--- src/rtl/interrupt_sequencer_pkg.sv ---
// Shared types and constants for the interrupt sequencer and its return-address stack.
package interrupt_sequencer_pkg;
    localparam int PC_WIDTH_DEF       = 8;
    localparam int STACK_ADDR_LEN_DEF = 2;

    // clrPend is an active-low clear; this is its idle level.
    localparam logic CLR_PEND_INACTIVE = 1'b1;

    typedef enum logic [2:0] {
        ST_IDLE   = 3'd0,
        ST_ARM    = 3'd1,
        ST_SAVE   = 3'd2,
        ST_VECTOR = 3'd3,
        ST_RETURN = 3'd4
    } state_t;
endpackage

--- src/rtl/interrupt_sequencer_if.sv ---
// Bundle between the sequencer, the interrupt system and the fetch/decode stage.
interface interrupt_sequencer_if #(
    parameter int pcWidth      = 8,
    parameter int stackAddrLen = 2
);
    logic                    intPending;
    logic [pcWidth-1:0]      isrAddr;
    logic [pcWidth-1:0]      pcCur;
    logic                    instrDone;
    logic                    retiInstr;
    logic                    eiInstr;
    logic                    diInstr;
    logic                    pcLoad;
    logic [pcWidth-1:0]      pcNext;
    logic                    stall;
    logic                    ldIntReg;
    logic                    clrPend;
    logic                    intDisable;
    logic [stackAddrLen:0]   nestDepth;
    logic                    retiErr;

    // master = the sequencer itself, slave = the surrounding core and interrupt system
    modport master (
        input  intPending, isrAddr, pcCur, instrDone, retiInstr, eiInstr, diInstr,
        output pcLoad, pcNext, stall, ldIntReg, clrPend, intDisable, nestDepth, retiErr
    );
    modport slave (
        output intPending, isrAddr, pcCur, instrDone, retiInstr, eiInstr, diInstr,
        input  pcLoad, pcNext, stall, ldIntReg, clrPend, intDisable, nestDepth, retiErr
    );
endinterface

--- src/rtl/interrupt_sequencer_ret_addr_stack.sv ---
// LIFO of return addresses; depth MSB doubles as the full flag since depth never exceeds 2**stackAddrLen.
module ret_addr_stack #(
    parameter int pcWidth      = 8,
    parameter int stackAddrLen = 2
) (
    input  logic                  clk,
    input  logic                  clr,
    input  logic                  i_push,
    input  logic                  i_pop,
    input  logic [pcWidth-1:0]    i_data,
    output logic [pcWidth-1:0]    o_top,
    output logic                  o_full,
    output logic                  o_empty,
    output logic [stackAddrLen:0] o_depth
);
    localparam int DEPTH = 2**stackAddrLen;
    localparam logic [stackAddrLen:0]   DEPTH_ONE = (stackAddrLen+1)'(1);
    localparam logic [stackAddrLen-1:0] IDX_ONE   = stackAddrLen'(1);

    logic [pcWidth-1:0]      r_mem [DEPTH];
    logic [stackAddrLen:0]   r_depth;
    logic [stackAddrLen-1:0] w_wrIdx;
    logic [stackAddrLen-1:0] w_topIdx;

    assign w_wrIdx  = r_depth[stackAddrLen-1:0];
    assign w_topIdx = w_wrIdx - IDX_ONE;
    assign o_full   = r_depth[stackAddrLen];
    assign o_empty  = (r_depth == '0);
    assign o_depth  = r_depth;
    assign o_top    = o_empty ? '0 : r_mem[w_topIdx];

    always_ff @(posedge clk or negedge clr) begin
        if (!clr) begin
            r_depth <= '0;
            for (int i = 0; i < DEPTH; i++) r_mem[i] <= '0;
        end else if (i_push && !o_full) begin
            r_mem[w_wrIdx] <= i_data;
            r_depth        <= r_depth + DEPTH_ONE;
        end else if (i_pop && !o_empty) begin
            r_depth <= r_depth - DEPTH_ONE;
        end
    end
endmodule

--- src/rtl/interrupt_sequencer.sv ---
// Interrupt entry/return sequencer: waits for an instruction boundary, saves the return PC,
// vectors to the ISR and handles EI/DI/RETI with a global enable and bounded nesting.
module interrupt_sequencer
    import interrupt_sequencer_pkg::*;
#(
    parameter int pcWidth      = PC_WIDTH_DEF,
    parameter int stackAddrLen = STACK_ADDR_LEN_DEF
) (
    input  logic                  clk,
    input  logic                  clr,
    interrupt_sequencer_if.master bus
);
    state_t                r_state;
    state_t                w_next;
    logic                  r_gie;
    logic                  r_retiErr;
    logic                  w_full;
    logic                  w_empty;
    logic [pcWidth-1:0]    w_top;
    logic [stackAddrLen:0] w_depth;
    logic                  w_reti;
    logic                  w_ei;
    logic                  w_di;
    logic                  w_ctrlWin;

    assign w_reti    = bus.instrDone & bus.retiInstr;
    assign w_ei      = bus.instrDone & bus.eiInstr;
    assign w_di      = bus.instrDone & bus.diInstr;
    // EI/DI/RETI retire only while the sequencer is not itself driving the PC
    assign w_ctrlWin = (r_state == ST_IDLE) || (r_state == ST_ARM);

    ret_addr_stack #(
        .pcWidth      (pcWidth),
        .stackAddrLen (stackAddrLen)
    ) u_stack (
        .clk     (clk),
        .clr     (clr),
        .i_push  (r_state == ST_SAVE),
        .i_pop   (r_state == ST_RETURN),
        .i_data  (bus.pcCur),
        .o_top   (w_top),
        .o_full  (w_full),
        .o_empty (w_empty),
        .o_depth (w_depth)
    );

    always_ff @(posedge clk or negedge clr) begin
        if (!clr) r_state <= ST_IDLE;
        else      r_state <= w_next;
    end

    always_comb begin
        w_next = r_state;
        case (r_state)
            ST_IDLE: begin
                if (w_reti && !w_empty)
                    w_next = ST_RETURN;
                else if (bus.intPending && r_gie && !w_full && !w_di)
                    w_next = ST_ARM;
            end
            ST_ARM: begin
                if (bus.instrDone)
                    w_next = (w_reti && !w_empty) ? ST_RETURN : ST_SAVE;
            end
            ST_SAVE:   w_next = ST_VECTOR;
            ST_VECTOR: w_next = ST_IDLE;
            ST_RETURN: w_next = ST_IDLE;
            default:   w_next = ST_IDLE;
        endcase
    end

    always_ff @(posedge clk or negedge clr) begin
        if (!clr) begin
            r_gie     <= 1'b0;
            r_retiErr <= 1'b0;
        end else begin
            r_retiErr <= w_ctrlWin && w_reti && w_empty;
            case (r_state)
                ST_VECTOR: r_gie <= 1'b0;
                ST_RETURN: r_gie <= 1'b1;
                ST_IDLE, ST_ARM: begin
                    if (w_di)      r_gie <= 1'b0;
                    else if (w_ei) r_gie <= 1'b1;
                end
                default: r_gie <= r_gie;
            endcase
        end
    end

    always_comb begin
        bus.stall    = 1'b0;
        bus.pcLoad   = 1'b0;
        bus.pcNext   = '0;
        bus.ldIntReg = 1'b0;
        bus.clrPend  = CLR_PEND_INACTIVE;
        case (r_state)
            ST_IDLE: bus.ldIntReg = 1'b1;
            ST_SAVE: bus.stall    = 1'b1;
            ST_VECTOR: begin
                bus.stall   = 1'b1;
                bus.pcLoad  = 1'b1;
                bus.pcNext  = bus.isrAddr;
                bus.clrPend = ~CLR_PEND_INACTIVE;
            end
            ST_RETURN: begin
                bus.stall  = 1'b1;
                bus.pcLoad = 1'b1;
                bus.pcNext = w_top;
            end
            default: ;
        endcase
    end

    assign bus.intDisable = ~r_gie | w_full | (r_state != ST_IDLE);
    assign bus.nestDepth  = w_depth;
    assign bus.retiErr    = r_retiErr;
endmodule

--- src/flat_wrapper.sv ---
// flat-port wrapper written by rule: the top's interface ports become plain ports
module interrupt_sequencer_flat import interrupt_sequencer_pkg::*;
#(
    parameter int pcWidth      = PC_WIDTH_DEF,
    parameter int stackAddrLen = STACK_ADDR_LEN_DEF
)
  (clk, clr, bus_intPending, bus_isrAddr, bus_pcCur, bus_instrDone, bus_retiInstr, bus_eiInstr, bus_diInstr, bus_pcLoad, bus_pcNext, bus_stall, bus_ldIntReg, bus_clrPend, bus_intDisable, bus_nestDepth, bus_retiErr);
  interrupt_sequencer_if #(.pcWidth(pcWidth), .stackAddrLen(stackAddrLen)) bus_i ();
  input  logic clk;
  input  logic clr;
  input wire logic [$bits(bus_i.intPending)-1:0] bus_intPending;
  input wire logic [$bits(bus_i.isrAddr)-1:0] bus_isrAddr;
  input wire logic [$bits(bus_i.pcCur)-1:0] bus_pcCur;
  input wire logic [$bits(bus_i.instrDone)-1:0] bus_instrDone;
  input wire logic [$bits(bus_i.retiInstr)-1:0] bus_retiInstr;
  input wire logic [$bits(bus_i.eiInstr)-1:0] bus_eiInstr;
  input wire logic [$bits(bus_i.diInstr)-1:0] bus_diInstr;
  output wire logic [$bits(bus_i.pcLoad)-1:0] bus_pcLoad;
  output wire logic [$bits(bus_i.pcNext)-1:0] bus_pcNext;
  output wire logic [$bits(bus_i.stall)-1:0] bus_stall;
  output wire logic [$bits(bus_i.ldIntReg)-1:0] bus_ldIntReg;
  output wire logic [$bits(bus_i.clrPend)-1:0] bus_clrPend;
  output wire logic [$bits(bus_i.intDisable)-1:0] bus_intDisable;
  output wire logic [$bits(bus_i.nestDepth)-1:0] bus_nestDepth;
  output wire logic [$bits(bus_i.retiErr)-1:0] bus_retiErr;
  assign bus_i.intPending = bus_intPending;
  assign bus_i.isrAddr = bus_isrAddr;
  assign bus_i.pcCur = bus_pcCur;
  assign bus_i.instrDone = bus_instrDone;
  assign bus_i.retiInstr = bus_retiInstr;
  assign bus_i.eiInstr = bus_eiInstr;
  assign bus_i.diInstr = bus_diInstr;
  assign bus_pcLoad = bus_i.pcLoad;
  assign bus_pcNext = bus_i.pcNext;
  assign bus_stall = bus_i.stall;
  assign bus_ldIntReg = bus_i.ldIntReg;
  assign bus_clrPend = bus_i.clrPend;
  assign bus_intDisable = bus_i.intDisable;
  assign bus_nestDepth = bus_i.nestDepth;
  assign bus_retiErr = bus_i.retiErr;
  interrupt_sequencer #(.pcWidth(pcWidth), .stackAddrLen(stackAddrLen)) u_core (.clk(clk), .clr(clr), .bus(bus_i));
endmodule
--- config.mk ---
export PLATFORM = sky130hd
export DESIGN_NAME = interrupt_sequencer_flat
export DESIGN_NICKNAME = d
export VERILOG_FILES = /design/src/rtl/interrupt_sequencer_pkg.sv /design/src/rtl/interrupt_sequencer_if.sv /design/src/rtl/interrupt_sequencer_ret_addr_stack.sv /design/src/rtl/interrupt_sequencer.sv /design/src/flat_wrapper.sv
export SDC_FILE = /design/constraint.sdc
export NUM_CORES = 1
export LEC_CHECK = 0
export BUFFER_PORTS_ARGS = -buffer_cell sky130_fd_sc_hd__buf_2
export CORE_ASPECT_RATIO = 1.75
export CORE_MARGIN = 4
export CORE_UTILIZATION = 50
export DETAILED_ROUTE_END_ITERATION = 16
export PLACE_DENSITY_LB_ADDON = 0.2
export SLEW_MARGIN = 40
export SYNTH_ARGS = -nofsm -noshare
export SYNTH_HDL_FRONTEND = slang
export SYNTH_SLANG_ARGS = --single-unit
--- constraint.sdc ---
create_clock -name clk -period 2.41 [get_ports clk]
set_input_delay 0.241 -clock clk [delete_from_list [all_inputs] [get_ports clk]]
set_output_delay 0.241 -clock clk [all_outputs]
set_load 0.05 [all_outputs]
# After elaboration in Yosys (flattened, before gate mapping)
# Index checks and enable logic that the tools add are counted.
dict set report word_totals {
  reg_bits 40
  latch_bits 0
  mem_bits_rw 0
  romBits 0
  out_inout_bits 17
  mem_count 0
}
dict set report classes {
  add_sub_neg 3
  n_mul 0
  div 0
  n_lt_le_gt_ge 3
  n_eq_ne 7
  n_shift 0
  n_mux 22
  bitwise 8
  n_reduce_logical 23
}
# cell n
set op_table {}
lappend op_table {{bitwise mux 32 bit} 1}
lappend op_table {{2-to-1 mux 8 bit} 4}
lappend op_table {{2-to-1 mux 3 bit} 6}
lappend op_table {{binary-select mux 8 bit (select 2 bit)} 1}
lappend op_table {{demux 8 bit (select 2 bit)} 1}
lappend op_table {{case mux 8 bit (2 select lines)} 1}
lappend op_table {{logical AND 1 bit} 9}
lappend op_table {{case mux 3 bit (3 select lines)} 1}
lappend op_table {{== test 3 x 2 -> 1 bit, second input constant} 2}
lappend op_table {{greater-or-equal comparator 3 bit, second input constant} 2}
lappend op_table {{zero test 3 bit} 2}
lappend op_table {{2-to-1 mux 1 bit} 6}
lappend op_table {{inverter 2 -> 3 bit} 2}
lappend op_table {{nonzero test 3 bit} 2}
lappend op_table {{AND reduction 2 bit} 2}
lappend op_table {{OR reduction 2 bit} 2}
lappend op_table {{adder 3 x 1 -> 3 bit, second input constant} 1}
lappend op_table {{bitwise AND 1 bit} 3}
lappend op_table {{== test 3 x 1 -> 1 bit, second input constant} 1}
lappend op_table {{== test 3 bit, second input constant} 1}
lappend op_table {{zero test 1 bit} 3}
lappend op_table {{less-than comparator 3 x 1 -> 1 bit, second input constant} 1}
lappend op_table {{!= test 3 x 1 -> 1 bit, second input constant} 1}
lappend op_table {{!= test 3 bit, second input constant} 1}
lappend op_table {{other kinds (9)} 10}

# Longest topological paths before layout
# Gate-level depths: netlist (run 1).
dict set report logic_depth {
  depth_word 7
  ltp_mapped 7
  depth_no_buf 6
}

# Hierarchy
# Synthesis (run 1) repeated with hierarchy kept, for this count alone.
dict set report hier_totals {
  hier_cells 161
  area_unflattened_um2 2250.9
}
# module n_inst cells_per_inst area_each_um2
set modules_own_cells {}
lappend modules_own_cells {ret_addr_stack 1 114 1851.8}
lappend modules_own_cells {interrupt_sequencer 1 47 399.1}

# Worst setup path after synthesis (run 1)
# No wires, ideal clock.
dict set report synth_path {
  path_kind {reg-to-output}
  start {reg u_core.u_stack.r_depth[0], in the netlist u_core.u_stack.o_depth[0]}
  end {out bus_pcNext[0]}
  t_arrival_ns 2.390
  setup_slack_ns -0.221
  stages_incl_launch_ff 7
  path_buffers 2
  path_cell_list {dfrtp_1 > buf_2 > inv_1 > ha_1 > buf_1 > mux4_2 > a22o_1}
}
dict set report synth_via {
  elab_chain_len 7
  elab_cells_between_ends 8
}
# element line_no
set synth_lines {}
lappend synth_lines {{start, declared} interrupt_sequencer_ret_addr_stack.sv:21} ;# logic [stackAddrLen:0] r_depth;
lappend synth_lines {{start signal, assigned} interrupt_sequencer_ret_addr_stack.sv:38} ;# r_depth <= r_depth + DEPTH_ONE;
lappend synth_lines {{start signal, assigned} interrupt_sequencer_ret_addr_stack.sv:40} ;# r_depth <= r_depth - DEPTH_ONE;
lappend synth_lines {{subtractor 2 x 1 -> 2 bit} interrupt_sequencer_ret_addr_stack.sv:26} ;# assign w_topIdx = w_wrIdx - IDX_ONE;
lappend synth_lines {{net u_core.u_stack.w_topIdx[0]} interrupt_sequencer_ret_addr_stack.sv:23} ;# logic [stackAddrLen-1:0] w_topIdx;
lappend synth_lines {{inverter 2 -> 3 bit (not written as such)} interrupt_sequencer_ret_addr_stack.sv:30} ;# assign o_top = o_empty ? '0 : r_mem[w_topIdx];
lappend synth_lines {{binary-select mux 8 bit (select 2 bit)} interrupt_sequencer_ret_addr_stack.sv:30}
lappend synth_lines {{2-to-1 mux 8 bit (not written as such) (2 in series)} interrupt_sequencer_ret_addr_stack.sv:30}
lappend synth_lines {{2-to-1 mux 8 bit} interrupt_sequencer_ret_addr_stack.sv:30}
lappend synth_lines {{case mux 8 bit (2 select lines)} interrupt_sequencer.sv:96} ;# case (r_state)
lappend synth_lines {{end, declared} flat_wrapper.sv:19} ;# output wire logic [$bits(bus_i.pcNext)-1:0] bus_pcNext;
# The timed path passes the listed nets, and every way through them passes these cells. The select of a mux whose other input is x is not followed.

# Final worst setup path (run 1)
dict set report layout_path {
  start {reg u_core.u_stack.r_depth[1], in the netlist u_core.u_stack.o_depth[1]}
  end {out bus_pcNext[7]}
}
dict set report layout_via {
  elab_chain_len 7
  elab_cells_between_ends 8
}
# element line_no
set layout_lines {}
lappend layout_lines {{subtractor 2 x 1 -> 2 bit} interrupt_sequencer_ret_addr_stack.sv:26}
lappend layout_lines {{inverter 2 -> 3 bit (not written as such)} interrupt_sequencer_ret_addr_stack.sv:30}
lappend layout_lines {{binary-select mux 8 bit (select 2 bit)} interrupt_sequencer_ret_addr_stack.sv:30}
lappend layout_lines {{2-to-1 mux 8 bit (not written as such) (2 in series)} interrupt_sequencer_ret_addr_stack.sv:30}
lappend layout_lines {{2-to-1 mux 8 bit (*)} interrupt_sequencer_ret_addr_stack.sv:30}
lappend layout_lines {{case mux 8 bit (2 select lines) (*)} interrupt_sequencer.sv:96}
# Every way passes the cells marked *; elsewhere a longest branch is shown, timed or not. The select of a mux whose other input is x is not followed.

==> results of run 1 <==
-- flip-flops by register name, summed over array words and instances, names as in the netlist --
| signal | flops |
|---|---|
| u_core.u_stack.o_depth | 3 |
| u_core.r_state | 3 |
| u_core.bus.retiErr | 1 |
| u_core.u_stack.r_mem | 32 |
| u_core.r_gie | 1 |
-- repair_timing --
action / in CTS / in global routing
gates resized for setup: 2 / 1
endpoints found under the hold margin: 0 / 40
hold buffers: 0 / 1
setup endpoints to repair: 8 / 8
-- Yosys cell counts, types with 2 or more instances --
cell     instances  share of area [%]
xnor2_1          2               0.86
a22o_1           8                3.4
nor2_1           4               0.74
ha_1             5                3.1
buf_2            4               0.98
nor3_1           2               0.49
inv_1            7                1.3
mux4_2           8                8.9
dfrtp_1         40                 49
nand2_2          4                1.2
and4_1           3                1.3
a21oi_1          2               0.49
nor3b_1          3                1.1
mux2_1           2                1.1
o21ai_0          3               0.74
nand2_1          2               0.37
mux2_2          31                 17
-- logic make-up (layout without fill, tap and decap cells) --
kind of cell	Yosys count	count (layout)	share of synthesized area, %
adder cells (fa/ha/maj)	5	5	3.07
buffers and inverters	15	60	3.56
AND/OR/NAND/NOR	26	26	8.48
multiplexers	41	41	27.1
XOR/XNOR	2	2	0.861
AO/OA/AOI/OAI	20	20	7.74
flip-flops	40	40	49.2
-- area by class of cell --
type                            count  area, sq um  area share, %
Clock inverter                      2         35.0           1.45
Tap cell                           48         60.1           2.49
Clock buffer                        6         72.6           3.01
Multi-Input combinational cell     94          966           40.1
Timing Repair Buffer               45          245           10.2
Inverter                            7         26.3           1.09
Sequential cell                    40         1000           41.7
-- through the flow --
step / instances / hold slack (ps)
3_3_place_gp: 233 / 377
6_report: 242 / 214
2_1_floorplan: 149 / -54.6
5_1_grt: 242 / 216
4_1_cts: 241 / 97.4
3_5_place_dp: 233 / 418
-- how the worst min path moves through the flow --
stage | slack, ps | to | from | cells after the start
2_1_floorplan | -50 | u_core.bus.retiErr | clr | 0
6_report | 210 | u_core.u_stack.r_mem[25] | bus_pcCur[1] | 2
4_1_cts | 100 | u_core.u_stack.r_mem[17] | clr | 1
3_5_place_dp | 420 | u_core.u_stack.r_mem[17] | clr | 1
3_3_place_gp | 380 | u_core.bus.retiErr | clr | 1
5_1_grt | 220 | u_core.u_stack.r_mem[17] | bus_pcCur[1] | 2
-- layer usage --
layer	vias to the layer above	GRT usage, %	part of all wire [%]
li1	641	-	-
met1	700	20.6	38
met2	53	32.5	53
met3	8	5.02	6.7
met4	0	8.51	1.6
met5	-	0	0
-- power groups by stage --
stage | combinational [mW] | clock (mW) | sequential [mW]
floorplan | 1.39 | 0 | 1.22
global placement | 1.70 | 0 | 1.21
detailed placement | 1.77 | 0 | 1.24
CTS | 1.78 | 0.548 | 1.23
global route | 1.89 | 0.574 | 1.27
finish | 1.77 | 0.540 | 1.23
==> results by group, run 1 <==
Worst setup path
  • Slowest stage cell, crit path: ha_2
  • Critical Path End: bus_pcNext[7]
  • Setup slack, reg-to-reg: 460 ps
  • Worst endpoint required time: 2170 ps
  • Worst r2r src: u_core.r_state[0]
  • Worst flop-to-flop path endpoint: u_core.u_stack.o_depth[2]
  • CP startpoint: u_core.u_stack.o_depth[1]
  • Critical path class: flip-flop to primary output
  • Delay-heaviest family, CP: adder cells
  • Worst Setup End Kind: primary output
  • Crit path depth: 5
  • Critical path launch point type: flip-flop
  • Worst path cell trace: inv_1 -> ha_2 -> mux4_2 -> a22o_1 -> buf_2
  • Highest net fanout along the worst path: 8
  • WP data arrival: approximately 2100 ps
  • Slowest cell delay on critical path: 480 ps
  • Buf+Inv Stages, Crit Path: 2
  • R2R depth: 6

Clock network
  • CTS Buf Count: 5
  • Clock Latency Late Sink: 290 ps
  • H-tree Lvls: 2
  • CTS tree: done
  • Clk buf depth: 2
  • Worst-path clk slew: 80 ps
  • Sink Count: 40
  • Root buffer cell: clkbuf_8
  • Setup bufs post-CTS: 0

Layout
  • Layout area overhead: 18.3%
  • Final core occ: 61.7%
  • Commonest cells after routing, fill and taps aside: buf_2, dfrtp_1, mux2_2
  • Inserted Diodes: 0
  • Fin nets: approximately 220
  • Share of cells above drive strength 1: approximately 50%
  • Final Cell Area: 2410 sq um
  • Fillers: 332

GRT
  • GRT Total Usage: 18.6%
  • Pin count of the biggest net entering global routing: 41
  • Vias in the first global route: 1548
  • Grt total ovfl: 0
  • Antenna violations before repair: 0
  • Global-route wire length before repair: 7.44 mm

Power
  • VDD IR max: 0.000857 V
  • Total Power: 3.54 mW
  • LEAKAGE: 1.09 nW
  • Reg power frac: a little over a third
  • Psw: 1.43 mW
  • Clk pwr share: 15.3%
  • Switching Fraction: 40.3%
  • Pwr/cell area: 1470 nW/um^2
  • Comb pwr share: 49.9%
  • Internal power: 2.11 mW

Place
  • Place WS: 271 ps
  • Detailed Place HPWL: 3.26 mm
  • DP Area: 2280 sq um
  • GP Congestion: 0.902
  • Input/output buffers: 39

Drt
  • Drt wl/cell: 18.8 um
  • Vias: 1402
  • DR iter-0 viols: 34
  • Routed Wire Length: 4.55 mm
  • DRC: 0
  • ANT nets after route: 0
  • Vias per cell: 5.79
  • Initial DRT Pass Iterations: 5

Floorplanning
  • Effective utilization at floorplan: ~52%
  • Die height: 92.4 um
  • Core Rows: 30
  • Core ar.: roughly 3900 sq um
  • Die Area: between 5000 and 6000 sq um
  • Die width: 56.2 um
  • Ports: 40

Synthesis
  • Syn_nets: approximately 180
  • Yosys warnings: 0
  • Post-synth ARST share: 100%
  • Synth Instances: 149
  • Post-synthesis cell area: 2040 sq um
  • Number of synthesized flops with an enable pin: 0
  • Main synth FF type: dfrtp_1
  • Syn_area_per_cell: 13.7 sq um
  • Flops & latches, synth: 40
  • Seq/Total Area, Yosys: 49.2%
  • Synth unique cells: 36

Timing
  • Setup TNS: 0 ps
  • Final Setup Violations: 0
  • Final hold violation count: 0
  • Skew final: 8.18 ps
  • Final setup margin: 105 ps
  • Fin. max-slew vios: 0
  • Final min period: 2300 ps
  • Max Freq: 0.434 GHz
  • RSZ-0062 raised after global routing: false
  • Worst-margin pin slew: 505 ps
  • Relative slew slack: 66.3%
  • Period utilization: 95.6%

Status
  • Status: completed

Min path
  • Hold/Removal Path Class: primary input to flip-flop

Run
  • Max-Cap Viols: 0
Power figures use the tool's default switching activity.
==> run 2: changes to the inputs <==
==> constraint.sdc (replaced) <==
create_clock -name clk -period 2.26 [get_ports clk]
set_input_delay 0.226 -clock clk [delete_from_list [all_inputs] [get_ports clk]]
set_output_delay 0.226 -clock clk [all_outputs]
set_load 0.05 [all_outputs]
==> results by group, run 2 (synthesis gave the netlist of run 1 again) <==
Run
  • Max-Cap Viols: 0 (unchanged)

Timing
  • Fin. max-slew vios: 0 (unchanged)
  • Relative slew slack: 65.9% (-0.46 points)
  • Final hold violation count: 0 (unchanged)
  • Final Setup Violations: 0 (unchanged)
  • Worst-margin pin slew: 512 ps (+6.94 ps)
  • Max Freq: 0.469 GHz
  • Period utilization: 94.3%
  • RSZ-0062 raised after global routing: false
  • Skew final: 8.72 ps (+0.547 ps)
  • Final min period: 2130 ps
  • Setup TNS: 0 ps (unchanged)

Worst setup path
  • Slowest stage cell, crit path: mux4_2
  • Highest net fanout along the worst path: 13 (+5)
  • WP data arrival: 1900 ps (-160 ps)
  • Worst path cell trace: buf_4 -> mux4_2 -> a22o_2 -> buf_2
  • Worst endpoint required time: 2030 ps (-140 ps)
  • Critical path class: flip-flop to primary output
  • Critical path launch point type: flip-flop
  • Slowest cell delay on critical path: 540 ps (+60 ps)
  • Worst Setup End Kind: primary output

GRT
  • Antenna violations before repair: 0 (unchanged)
  • Vias in the first global route: 1495 (-3.4%)
  • Grt total ovfl: 0 (unchanged)
  • Global-route wire length before repair: 7.51 mm (+0.93%)
  • GRT Total Usage: 19.0% (+0.40 points)
  • Pin count of the biggest net entering global routing: 41 (unchanged)

Layout
  • Reg area: 1000 sq um (-0.12%)
  • Inserted Diodes: 0 (unchanged)
  • Area occupied by multi-input gates: 986 sq um (+2.1%)
  • Final Cell Area: 2450 sq um (+1.9%)
  • Reg with most FFs: u_core.u_stack.r_mem
  • Layout Cells excl Fill: 245 (+1.2%)
  • Max reg flops: 32 (unchanged)
  • Commonest cells after routing, fill and taps aside: dfrtp_1, buf_2, mux2_2
  • Layout area overhead: 20.5%
  • Fillers: 322 (-3.0%)
  • Most common cell after layout, fill and taps aside: dfrtp_1
  • Fin nets: 224 (+1.4%)
  • Share of cells above drive strength 1: 56.3% (+4.8 points)

Drt
  • DRC: 0 (unchanged)
  • DR iter-0 viols: 35 (+2.9%)
  • ANT nets after route: 0 (unchanged)
  • Drt wl/cell: 18.6 um (-1.3%)
  • Vias per cell: 5.72 (-1.2%)
  • Routed Wire Length: 4.55 mm (about the same)
  • Initial DRT Pass Iterations: 4 (-1)
  • Vias: 1402 (unchanged)

Power
  • Comb pwr share: 52.3% (+2.4 points)
  • Reg power frac: 32.9% (-2.0 points)
  • VDD IR max: 0.000910 V (+6.2%)
  • Internal power: 2.32 mW (+9.6%)
  • Pwr/cell area: 1570 nW/um^2 (+6.7%)
  • Switching Fraction: 39.7% (-0.54 points)
  • Psw: 1.53 mW (+7.2%)
  • Clk pwr share: 14.8% (-0.5 points)
  • LEAKAGE: 1.11 nW (+2.0%)

Floorplanning
  • Core ar.: 3900 sq um (unchanged)
  • Ports: 40 (unchanged)
  • Die Area: 5200 sq um (unchanged)
  • Die width: 56.2 um (unchanged)
  • Core Rows: 30 (unchanged)
  • Effective utilization at floorplan: 52.1% (unchanged)
  • Die height: 92.4 um (unchanged)

Place
  • Detailed Place HPWL: 3.31 mm (+1.6%)
  • DP Area: 2320 sq um (+1.4%)
  • Input/output buffers: 39 (unchanged)
  • Inst Count DP: 236 (+1.3%)
  • GP Congestion: 0.930 (+3.1%)

Clock network
  • Sink Count: 40 (unchanged)
  • H-tree Lvls: 2 (unchanged)
  • Clock Latency Late Sink: 290 ps (about the same)
  • CTS Buf Count: 5 (unchanged)
  • Root buffer cell: clkbuf_8
  • Clk buf depth: 2 (unchanged)
  • CTS tree: done
  • Setup bufs post-CTS: 0 (unchanged)
  • Worst-path clk slew: 80 ps (about the same)

Status
  • Status: completed

Min path
  • Hold/Removal Path Class: primary input to flip-flop
==> run 2: changes by cell type in the layout (fill, tap and decap cells not counted), sizes merged <==
cell	change
buf	+3
clkbuf	-1
clkinvlp	+1
==> run 2: timing repair <==
action / CTS / global route
endpoints found under the hold margin: 0 / 40
resized for setup: 1 / 2
pin swaps: 0 / 0
hold buffers: 0 / 1
setup endpoints to repair: 8 / 8
==> run 2: metal layers <==
| layer | part of all wire, % | global-route usage [%] |
|---|---|---|
| met5 | 0 | 0 |
| met4 | 1.4 | 7.92 |
| met3 | 4.3 | 4.32 |
| met2 | 56 | 33.8 |
| met1 | 39 | 21.4 |
==> run 2: worst paths after layout <==
path / endpoint / slack (ps) / from / depth (start not counted)
setup / recovery: bus_pcNext[2] / 130 / u_core.u_stack.o_depth[0] / 4
hold / removal: u_core.u_stack.r_mem[25] / 210 / bus_pcCur[1] / 2
setup reg to reg: u_core.u_stack.o_depth[2] / 520 / u_core.r_state[0] / 7
hold reg to reg: u_core.u_stack.r_mem[24] / 500 / u_core.u_stack.r_mem[24] / 1
max in group asynchronous: u_core.u_stack.o_depth[0] / 1430 / clr / 2
min in group asynchronous: u_core.u_stack.r_mem[1] / 450 / clr / 2
==> run 2: cell type report <==
cell class,count,area share [%]
multi-input combinational,94,40.2
timing repair buffer,48,10.9
tap,48,2.45
clock inverter,3,1.73
sequential,40,40.8
inverter,7,1.07
clock buffer,5,2.80
==> run 2: worst max-delay path: cells and delay by family, from the launching register on <==
kind            cells  cell delay, ps
compound gates      1             240
buf+inv             2             460
flops               1             370
mux                 1             540
==> run 2: through the flow <==
step	total power, mW	hold slack, ps	worst slack, ps	util [%]
global placement	3.16	369	315	59.3
global route	4.08	206	26.9	62.9
floorplan	2.80	-69.6	89.0	-
finish	3.85	206	129	62.9
detailed placement	3.26	399	263	59.3
CTS	3.85	80.5	19.0	62.2
==> run 2: power by group through the flow <==
stage / logic (mW) / clock network [mW] / registers, mW
final: 2.01 / 0.569 / 1.27
after global routing: 2.15 / 0.618 / 1.31
after CTS: 1.99 / 0.595 / 1.27
after detailed placement: 1.97 / 0 / 1.28
after global placement: 1.91 / 0 / 1.25
after floorplan: 1.50 / 0 / 1.30
